$ cat config.mk
export PLATFORM = sky130hd
export DESIGN_NAME = puf_challenge_sequencer
export DESIGN_NICKNAME = d
export VERILOG_FILES = /design/src/rtl/puf_challenge_sequencer.sv
export SDC_FILE = /design/constraint.sdc
export NUM_CORES = 1
export LEC_CHECK = 0
export BUFFER_PORTS_ARGS = -buffer_cell sky130_fd_sc_hd__buf_2
export CAP_MARGIN = 20
export CORE_MARGIN = 5
export CORE_UTILIZATION = 50
export CTS_CLUSTER_DIAMETER = 60
export DETAILED_ROUTE_END_ITERATION = 8
export PLACE_DENSITY = 0.78
export SYNTH_ARGS = -nofsm -noshare
export SYNTH_HDL_FRONTEND = slang
export SYNTH_SLANG_ARGS = --single-unit
$ cat constraint.sdc
create_clock -name clk -period 8 [get_ports clk]
set_input_delay 2.4 -clock clk [delete_from_list [all_inputs] [get_ports clk]]
set_output_delay 2.4 -clock clk [all_outputs]
set_load 0.01 [all_outputs]
$ cat src/rtl/puf_challenge_sequencer.sv
// Ring-oscillator PUF challenge sequencer: measures each challenge pair over fixed
// windows, compares the synchronized edge counts and assembles the response word.
module puf_challenge_sequencer #(
  parameter int RESP_BITS     = 8,
  parameter int WINDOW_CYCLES = 1024,
  parameter int SETTLE_CYCLES = 16,
  parameter int CNT_W         = 16
) (
  input  logic                 clk,
  input  logic                 rst,
  input  logic                 start,
  input  logic [5:0]           base_challenge,
  input  logic                 ro_pulse,
  output logic [5:0]           cro_challenge,
  output logic                 cro_en,
  output logic                 busy,
  output logic                 done,
  output logic [RESP_BITS-1:0] response,
  output logic [CNT_W-1:0]     last_cnt_a,
  output logic [CNT_W-1:0]     last_cnt_b
);

  localparam int TMR_MAX = (WINDOW_CYCLES > SETTLE_CYCLES) ? WINDOW_CYCLES : SETTLE_CYCLES;
  localparam int TMR_W   = $clog2(TMR_MAX);
  localparam logic [TMR_W-1:0] SETTLE_LD = TMR_W'(SETTLE_CYCLES - 1);
  localparam logic [TMR_W-1:0] WIN_LD    = TMR_W'(WINDOW_CYCLES - 1);
  localparam logic [4:0]       LAST_IDX  = 5'(RESP_BITS - 1);

  typedef enum logic [2:0] {
    IDLE, SETTLE_A, MEAS_A, SETTLE_B, MEAS_B, DECIDE, DONE
  } state_t;

  state_t                 state_q, state_d;
  logic [TMR_W-1:0]       tmr_q, tmr_d;
  logic [4:0]             idx_q, idx_d;
  logic [5:0]             base_q, base_d;
  logic [2:0]             sync_q, sync_d;
  logic [CNT_W-1:0]       cnt_q, cnt_d, cnt_inc;
  logic [5:0]             chal_q, chal_d;
  logic                   en_q, en_d;
  logic                   busy_q, busy_d;
  logic                   done_q, done_d;
  logic [RESP_BITS-1:0]   resp_q, resp_d;
  logic [CNT_W-1:0]       cnt_a_q, cnt_a_d, cnt_b_q, cnt_b_d;
  logic                   tmr_done, last_bit, in_meas, ro_rise;

  assign tmr_done = (tmr_q == '0);
  assign last_bit = (idx_q == LAST_IDX);
  assign in_meas  = (state_q == MEAS_A) || (state_q == MEAS_B);
  // sync_q[0..1] is the two-flop synchronizer, sync_q[2] the edge-detect history
  assign ro_rise  = sync_q[1] & ~sync_q[2];
  assign cnt_inc  = (ro_rise && !(&cnt_q)) ? cnt_q + 1'b1 : cnt_q;

  always_ff @(posedge clk or posedge rst) begin
    if (rst) state_q <= IDLE;
    else     state_q <= state_d;
  end

  always_comb begin
    state_d = state_q;
    case (state_q)
      IDLE:     if (start)    state_d = SETTLE_A;
      SETTLE_A: if (tmr_done) state_d = MEAS_A;
      MEAS_A:   if (tmr_done) state_d = SETTLE_B;
      SETTLE_B: if (tmr_done) state_d = MEAS_B;
      MEAS_B:   if (tmr_done) state_d = DECIDE;
      DECIDE:   state_d = last_bit ? DONE : SETTLE_A;
      DONE:     state_d = IDLE;
      default:  state_d = IDLE;
    endcase
  end

  always_comb begin
    base_d  = base_q;
    idx_d   = idx_q;
    resp_d  = resp_q;
    chal_d  = chal_q;
    cnt_a_d = cnt_a_q;
    cnt_b_d = cnt_b_q;
    sync_d  = in_meas ? {sync_q[1:0], ro_pulse} : 3'b000;
    cnt_d   = in_meas ? cnt_inc : '0;
    tmr_d   = tmr_done ? tmr_q : tmr_q - 1'b1;
    if (state_q == IDLE && start) begin
      base_d = base_challenge;
      idx_d  = '0;
      resp_d = '0;
    end
    if (state_q == DECIDE) begin
      for (int k = 0; k < RESP_BITS; k++) begin
        if (idx_q == 5'(k)) resp_d[k] = (cnt_a_q > cnt_b_q);
      end
      if (!last_bit) idx_d = idx_q + 5'd1;
    end
    // the final window cycle includes an edge detected on that same cycle
    if (state_q == MEAS_A && tmr_done) cnt_a_d = cnt_inc;
    if (state_q == MEAS_B && tmr_done) cnt_b_d = cnt_inc;
    if (state_d != state_q) begin
      case (state_d)
        SETTLE_A, SETTLE_B: tmr_d = SETTLE_LD;
        MEAS_A, MEAS_B:     tmr_d = WIN_LD;
        default:            tmr_d = '0;
      endcase
    end
    if (state_d == SETTLE_A && state_q != SETTLE_A) chal_d = base_d ^ {idx_d, 1'b0};
    if (state_d == SETTLE_B && state_q != SETTLE_B) chal_d = base_q ^ {idx_q, 1'b1};
    en_d   = (state_d == MEAS_A) || (state_d == MEAS_B);
    busy_d = (state_d != IDLE) && (state_d != DONE);
    done_d = (state_q == DONE);
  end

  always_ff @(posedge clk or posedge rst) begin
    if (rst) begin
      tmr_q   <= '0;
      idx_q   <= '0;
      base_q  <= '0;
      sync_q  <= '0;
      cnt_q   <= '0;
      chal_q  <= '0;
      en_q    <= 1'b0;
      busy_q  <= 1'b0;
      done_q  <= 1'b0;
      resp_q  <= '0;
      cnt_a_q <= '0;
      cnt_b_q <= '0;
    end else begin
      tmr_q   <= tmr_d;
      idx_q   <= idx_d;
      base_q  <= base_d;
      sync_q  <= sync_d;
      cnt_q   <= cnt_d;
      chal_q  <= chal_d;
      en_q    <= en_d;
      busy_q  <= busy_d;
      done_q  <= done_d;
      resp_q  <= resp_d;
      cnt_a_q <= cnt_a_d;
      cnt_b_q <= cnt_b_d;
    end
  end

  assign cro_challenge = chal_q;
  assign cro_en        = en_q;
  assign busy          = busy_q;
  assign done          = done_q;
  assign response      = resp_q;
  assign last_cnt_a    = cnt_a_q;
  assign last_cnt_b    = cnt_b_q;

endmodule

======== Word-level counts from Yosys, hierarchy flattened ========
Index checks and enable logic that the tools add are counted.
storage, ports and cells
  flip-flop bits (word level) ............. 92
  input bits .............................. 10
  output and inout bits ................... 49
  word-level logic and storage cells ...... 90
operators by class
  add/sub/neg operators ................... 3
  $lt $le $gt $ge ......................... 1
  equal/unequal tests ..................... 22
  muxes and demuxes ....................... 29
  bitwise logic cells ..................... 4
  reductions and logical operators ........ 18
operators by type and width
  cell                   count
  $mux 16                2
  $mux 3                 7
  $eq 5x3->1 const B     4
  $mux 10                2
  $pmux 10 s2            1
  $mux 6                 3
  $pmux 3 s6             1
  $add 16x1->16 const B  1
  $gt 16x16->1           1
  $mux 8                 2
  $reduce_and 16->1      1
  $mux 5                 3
  $eq 3x2->1 const B     4
  $eq 3x3->1 const B     4
  $xor 6x6->6            2
  $eq 5x2->1 const B     2
  $logic_not 10->1       1
  $sub 10x1->10 const B  1
  $mux 1                 8
  $logic_and 1x1->1      7
  $eq 3x1->1 const B     2
  $add 5x1->5 const B    1
  $eq 5x1->1 const B     1
  $logic_not 5->1        1
  other kinds (13)       15

======== Logic depth before layout (Yosys ltp) ========
  depth after elaboration ................. 8
  depth in mapped cells ................... 9
  depth with buffers taken out ............ 7

======== Worst setup path before layout ========
Ideal clock, no wire load.
  path type ............................... in2reg
  from .................................... in start
  to ...................................... reg chal_q[3] (netlist: cro_challenge[3])
  setup time .............................. 0.119 ns
  arrival ................................. 3.558 ns
  required time ........................... 7.881 ns
  slack ................................... 4.323 ns
  stages on the path ...................... 5
  buffers on the path ..................... 0
  cell sequence ........................... nor4b_4 -> a21oi_2 -> a211o_1 -> xor2_1 -> o21ba_1
between the ends
  cells in the longest elaborated chain, start to end .. 7
  elaborated cells on any way between the ends .. 15
  classes of those cells .................. 2 x eq/ne; 8 x mux; 1 x bitwise; 4 x reduce/logical
RTL lines
  element                 RTL line  source
  start: declaration      11        input logic start,
  $logic_and 1x1->1 *     83        if (state_q == IDLE && start) begin
  $mux 5 *                83
  $mux 5                  92        if (!last_bit) idx_d = idx_q + 5'd1;
  $mux 5 *                88        if (state_q == DECIDE) begin
  named net idx_d[2]      35        logic [4:0] idx_q, idx_d;
  $xor 6x6->6 *           104       if (state_d == SETTLE_A && state_q != SETTLE_A) chal_d = base_d ^ {idx_d, 1'b0};
  $mux 6 *                104
  $mux 6 *                105       if (state_d == SETTLE_B && state_q != SETTLE_B) chal_d = base_q ^ {idx_q, 1'b1};
  end signal: assignment  131       chal_q <= chal_d;
  end: declaration        39        logic [5:0] chal_q, chal_d;
The timed path passes the listed nets; every way through them passes the cells marked *. The select of a mux whose other input is x is not followed.
A chain may end at the register's enable or synchronous reset.

======== Worst setup path in the final report ========
  from .................................... in start
  to ...................................... reg chal_q[2] (netlist: cro_challenge[2])
between the ends
  elaborated cells on any way between the ends .. 15
  classes of those cells .................. 2 x eq/ne; 8 x mux; 1 x bitwise; 4 x reduce/logical
RTL lines
  element              RTL line  source
  $logic_and 1x1->1    83
  $mux 6               83
  named net base_d[2]  36        logic [5:0] base_q, base_d;
  $xor 6x6->6          104
  $mux 6               104
  $mux 6               105
The timed path passes the listed nets, and every way through them passes these cells. The select of a mux whose other input is x is not followed.

==> metrics.md <==
| Metric | Value |
|---|---|
| Reported max-cap violation count | 0 |
| Slew margin rel. | 46.45% |
| DRC violations left | 0 |
| Number of warning messages in the yosys log | 0 |
| Last weighted congestion value of the routability-driven placer | 0.8398 |
| Type of origin of the critical path | input pin |
| Mean instance size in the synthesized netlist | 9.620 um2 |
| Final critical path time including I/O delays and setup | 3740 ps |
| Least-Margin Pin Slew | 801.0 ps |
| Count of different cell masters after synthesis | 62 |
| End of the worst register-to-register path | last_cnt_b[3]$_DFFE_PP0P_ |
| Source of the worst hold timing path | base_q[0]$_DFF_PP0_ |
| Pins Over Slew Limit | 0 |
| Setup tns final | 0 ps |
| Wire length after detailed routing | 10,510 um |
| Layout cells sized above 1 | 16.70% |
| Port Buffer Count | 58 |
| Worst Reg2Reg Path Length in Cells | 4 |
| Final-report setup violation count | 0 |
| Sequential fraction of the synthesis area | 49.04% |
| Fmax | 0.2674 GHz |
| Number of register bits inferred by synthesis | 92 |
| Syn Nets | 520 |
| Most used flip-flop cell after synthesis | sky130_fd_sc_hd__dfrtp_1 |
| Result of the run | finished clean |
| TritonRoute pass-1 iters | 5 |
| Total Routing Usage GR | 19.35% |
| Clock Skew | 15.98 ps |
| Area of the core region | 9196 um2 |
| Cts bufs inserted | 9 |
| # Post-CTS Setup Buffers | 0 |
| Sequential cell area in the final layout | 2302 um2 |
| Root cell of the clock tree | sky130_fd_sc_hd__clkbuf_8 |
| Number of standard-cell rows in the floorplan | 35 |
| Clock transition at the registers of the reported paths | 100 ps |
| Worst supply voltage drop on vdd | 103.2 uV |
| WL per Instance | 16.02 um |
| PD cells | 239.0 nW/um2 |
| Remaining global-route overflow | 0 |
| Number of flops mapped to enable cells by yosys | 0 |
| Overall die area | 11,430 um2 |
| Final-report hold violation count | 0 |
| Total via count in the routed design | 3,663 |
| Inserted Diodes | 0 |
| Cell area after synthesis | 4695 um2 |
| Area taken by multi-input logic gates | 2196 um2 |
| Number of vias per cell | 5.584 |
| Final worst path period share | 46.75% |
| FFs w/ async S/R, synth | 100.0% |
| Total design power | 1.261 mW |
| Top fanout value on the critical path | 17 |
| Min-delay worst type | flop to flop |
| Resized Gates After CTS | 0 |
| Pin count of the biggest net entering global routing | 93 |
| Required time worst endpoint | 8260 ps |
| Worst hold slack across all endpoints | 466.0 ps |
| Fill cells | 782 |
| H-tree depth reported by CTS | 3 |
| Initial antenna violation count | 0 |
| Endpoint class of the critical path | flop |
| Detailed placement HPWL | 7573 um |
| Instance count after placement with tap cells included | 638 |
| CTS tree | done |
| Hold-critical path endpoint | cro_challenge[0]$_DFFE_PP0P_ |
| Final Instance Count excl. Fillers | 656 |
| Placed instance area | 5037 um2 |
| Wire length of the first global-routing pass | 17,820 um |
| RSZ-0062 raised after global routing | no |
| Effective utilization at floorplan | 51.05% |
| Count of routing violations after the opening detailed-route iteration | 185 |
| Clock latency on the worst-skew pair | 360 ps |
| Area of all placed cells without fillers | 5278 um2 |
| Synthesized netlist cell count | 488 |
| Count of hold-fix buffers inserted at cts | 0 |
| Clock Path Buffers | 2 |
| Worst setup slack for register-to-register paths | 5500 ps |
| Hold Path Stages | 1 |
| Arrival time of data at the critical path endpoint | 4000 ps |
| Clock sink count | 92 |
| Number of top-level pins | 59 |
| Startpoint of the worst register-to-register path | tmr_q[6]$_DFFE_PP0P_ |
| Via count of the first global-routing pass | 3,666 |
| Area growth syn-to-layout | 12.42% |
| Overall die width | 106.9 um |
| Worst setup path class | input pin to flop |
| Y dimension of the die | 106.9 um |
| Number of nets still failing antenna checks after routing | 0 |
| Final Net Count | 572 |
| Leakage component of the power | 2.478 nW |
==> sequential cells by signal (all words and copies together) (netlist names) <==
register / flops
cnt_q: 16
last_cnt_a: 16
last_cnt_b: 16
tmr_q: 10
response: 8
base_q: 6
cro_challenge: 6
idx_q: 5
state_q: 3
sync_q: 3
busy: 1
cro_en: 1
done: 1
==> critical path: stages <==
cell and delay (ps):
sky130_fd_sc_hd__buf_2 110, sky130_fd_sc_hd__or4b_1 760, sky130_fd_sc_hd__nand2_1 170, sky130_fd_sc_hd__nand2_1 100, sky130_fd_sc_hd__xnor2_1 140, sky130_fd_sc_hd__a221oi_1 330
==> per-layer routing <==
metal,vias up,wire (um),GRT usage (%)
met5,-,0,0
met2,76,5134,31.61
met1,1783,4837,26.46
met4,0,139,6.301
li1,1792,-,-
met3,12,396,3.070
==> power breakdown <==
part / leakage [nW] / total, mW / switching (mW) / internal [mW]
logic: 1.16 / 0.329 / 0.176 / 0.153
registers: 1.23 / 0.639 / 0.0879 / 0.551
clock network: 0.0933 / 0.293 / 0.169 / 0.124
==> worst max path at each step <==
stage	start	to	slack (ps)	cells past startpoint
final	start	cro_challenge[2]$_DFFE_PP0P_	4260	6
after detailed placement	start	cro_challenge[5]$_DFFE_PP0P_	3900	6
after global routing	start	cro_challenge[5]$_DFFE_PP0P_	4170	6
after CTS	start	cro_challenge[5]$_DFFE_PP0P_	4280	6
after floorplan	rst	base_q[0]$_DFF_PP0_	3210	1
after global placement	start	cro_challenge[5]$_DFFE_PP0P_	3950	6
==> cell usage in the layout (no fill, tap or decap), types with 10 or more instances in the layout <==
cell type                  instances
sky130_fd_sc_hd__inv_1            26
sky130_fd_sc_hd__a21oi_1          11
sky130_fd_sc_hd__ha_1             22
sky130_fd_sc_hd__o21ai_1          30
sky130_fd_sc_hd__nand2_1          76
sky130_fd_sc_hd__nor3_1           11
sky130_fd_sc_hd__dfrtp_1          92
sky130_fd_sc_hd__xor2_1           13
sky130_fd_sc_hd__buf_2            58
sky130_fd_sc_hd__nand3_1          15
sky130_fd_sc_hd__xnor2_1          16
sky130_fd_sc_hd__mux2i_1          11
sky130_fd_sc_hd__o21ai_0          14
sky130_fd_sc_hd__clkbuf_8         10
sky130_fd_sc_hd__nor2_1           38
sky130_fd_sc_hd__nand4_1          10
==> Yosys cell counts, types with 2 or more instances <==
cell type,n,area (um2)
sky130_fd_sc_hd__mux2_4,2,30.03
sky130_fd_sc_hd__nor4_1,5,31.28
sky130_fd_sc_hd__o211ai_1,3,22.52
sky130_fd_sc_hd__a221oi_1,2,17.52
sky130_fd_sc_hd__o21ai_1,30,150.1
sky130_fd_sc_hd__nor3_1,11,55.05
sky130_fd_sc_hd__o22ai_1,2,12.51
sky130_fd_sc_hd__nand2_1,76,285.3
sky130_fd_sc_hd__or4_1,5,37.54
sky130_fd_sc_hd__o31ai_1,2,15.01
sky130_fd_sc_hd__clkbuf_1,12,45.04
sky130_fd_sc_hd__a21o_1,3,22.52
sky130_fd_sc_hd__nand4_1,10,62.56
sky130_fd_sc_hd__or2_2,2,12.51
sky130_fd_sc_hd__and3_1,4,25.02
sky130_fd_sc_hd__a21oi_1,11,55.05
sky130_fd_sc_hd__nor2_1,38,142.6
sky130_fd_sc_hd__o21a_1,2,15.01
sky130_fd_sc_hd__ha_1,22,275.3
sky130_fd_sc_hd__inv_1,27,101.4
sky130_fd_sc_hd__buf_2,4,20.02
sky130_fd_sc_hd__dfrtp_1,92,2302
sky130_fd_sc_hd__and2_1,2,12.51
sky130_fd_sc_hd__buf_4,2,15.01
sky130_fd_sc_hd__mux2i_1,11,110.1
sky130_fd_sc_hd__o21ai_0,14,70.07
sky130_fd_sc_hd__o21bai_1,2,15.01
sky130_fd_sc_hd__or2_1,2,12.51
sky130_fd_sc_hd__a211oi_1,2,15.01
sky130_fd_sc_hd__or3_1,3,18.77
sky130_fd_sc_hd__nor2b_1,2,12.51
sky130_fd_sc_hd__xor2_1,13,113.9
sky130_fd_sc_hd__and3b_1,2,17.52
sky130_fd_sc_hd__and4_1,3,26.28
sky130_fd_sc_hd__nand2b_1,5,31.28
sky130_fd_sc_hd__nor3b_1,5,37.54
sky130_fd_sc_hd__nand3_1,15,75.07
sky130_fd_sc_hd__xnor2_1,16,140.1
==> cell type report <==
| class | instances | area share, % |
|---|---|---|
| Clock buffer | 10 | 2.608 |
| Clock inverter | 6 | 0.9009 |
| Inverter | 27 | 1.944 |
| Multi-Input combinational cell | 349 | 41.61 |
| Sequential cell | 92 | 43.62 |
| Tap cell | 111 | 2.632 |
| Timing Repair Buffer | 61 | 6.686 |
==> through the flow <==
stage                     worst slack, ps  util, %
after CTS                            4276    56.79
after global placement               3950    54.78
after detailed placement             3896    54.78
after global routing                 4170    57.39
after floorplan                      3208        -
final                                4260    57.39
==> cells by family after synthesis <==
logic type               after synthesis  share of synthesized area (%)
AO/OA/AOI/OAI                         83                          10.71
XOR/XNOR                              29                          5.410
adder cells (fa/ha/maj)               22                          5.863
buffers and inverters                 47                          4.184
flip-flops                            92                          49.04
multiplexers                          14                          3.225
AND/OR/NAND/NOR                      201                          21.56
Power figures use the tool's default switching activity.
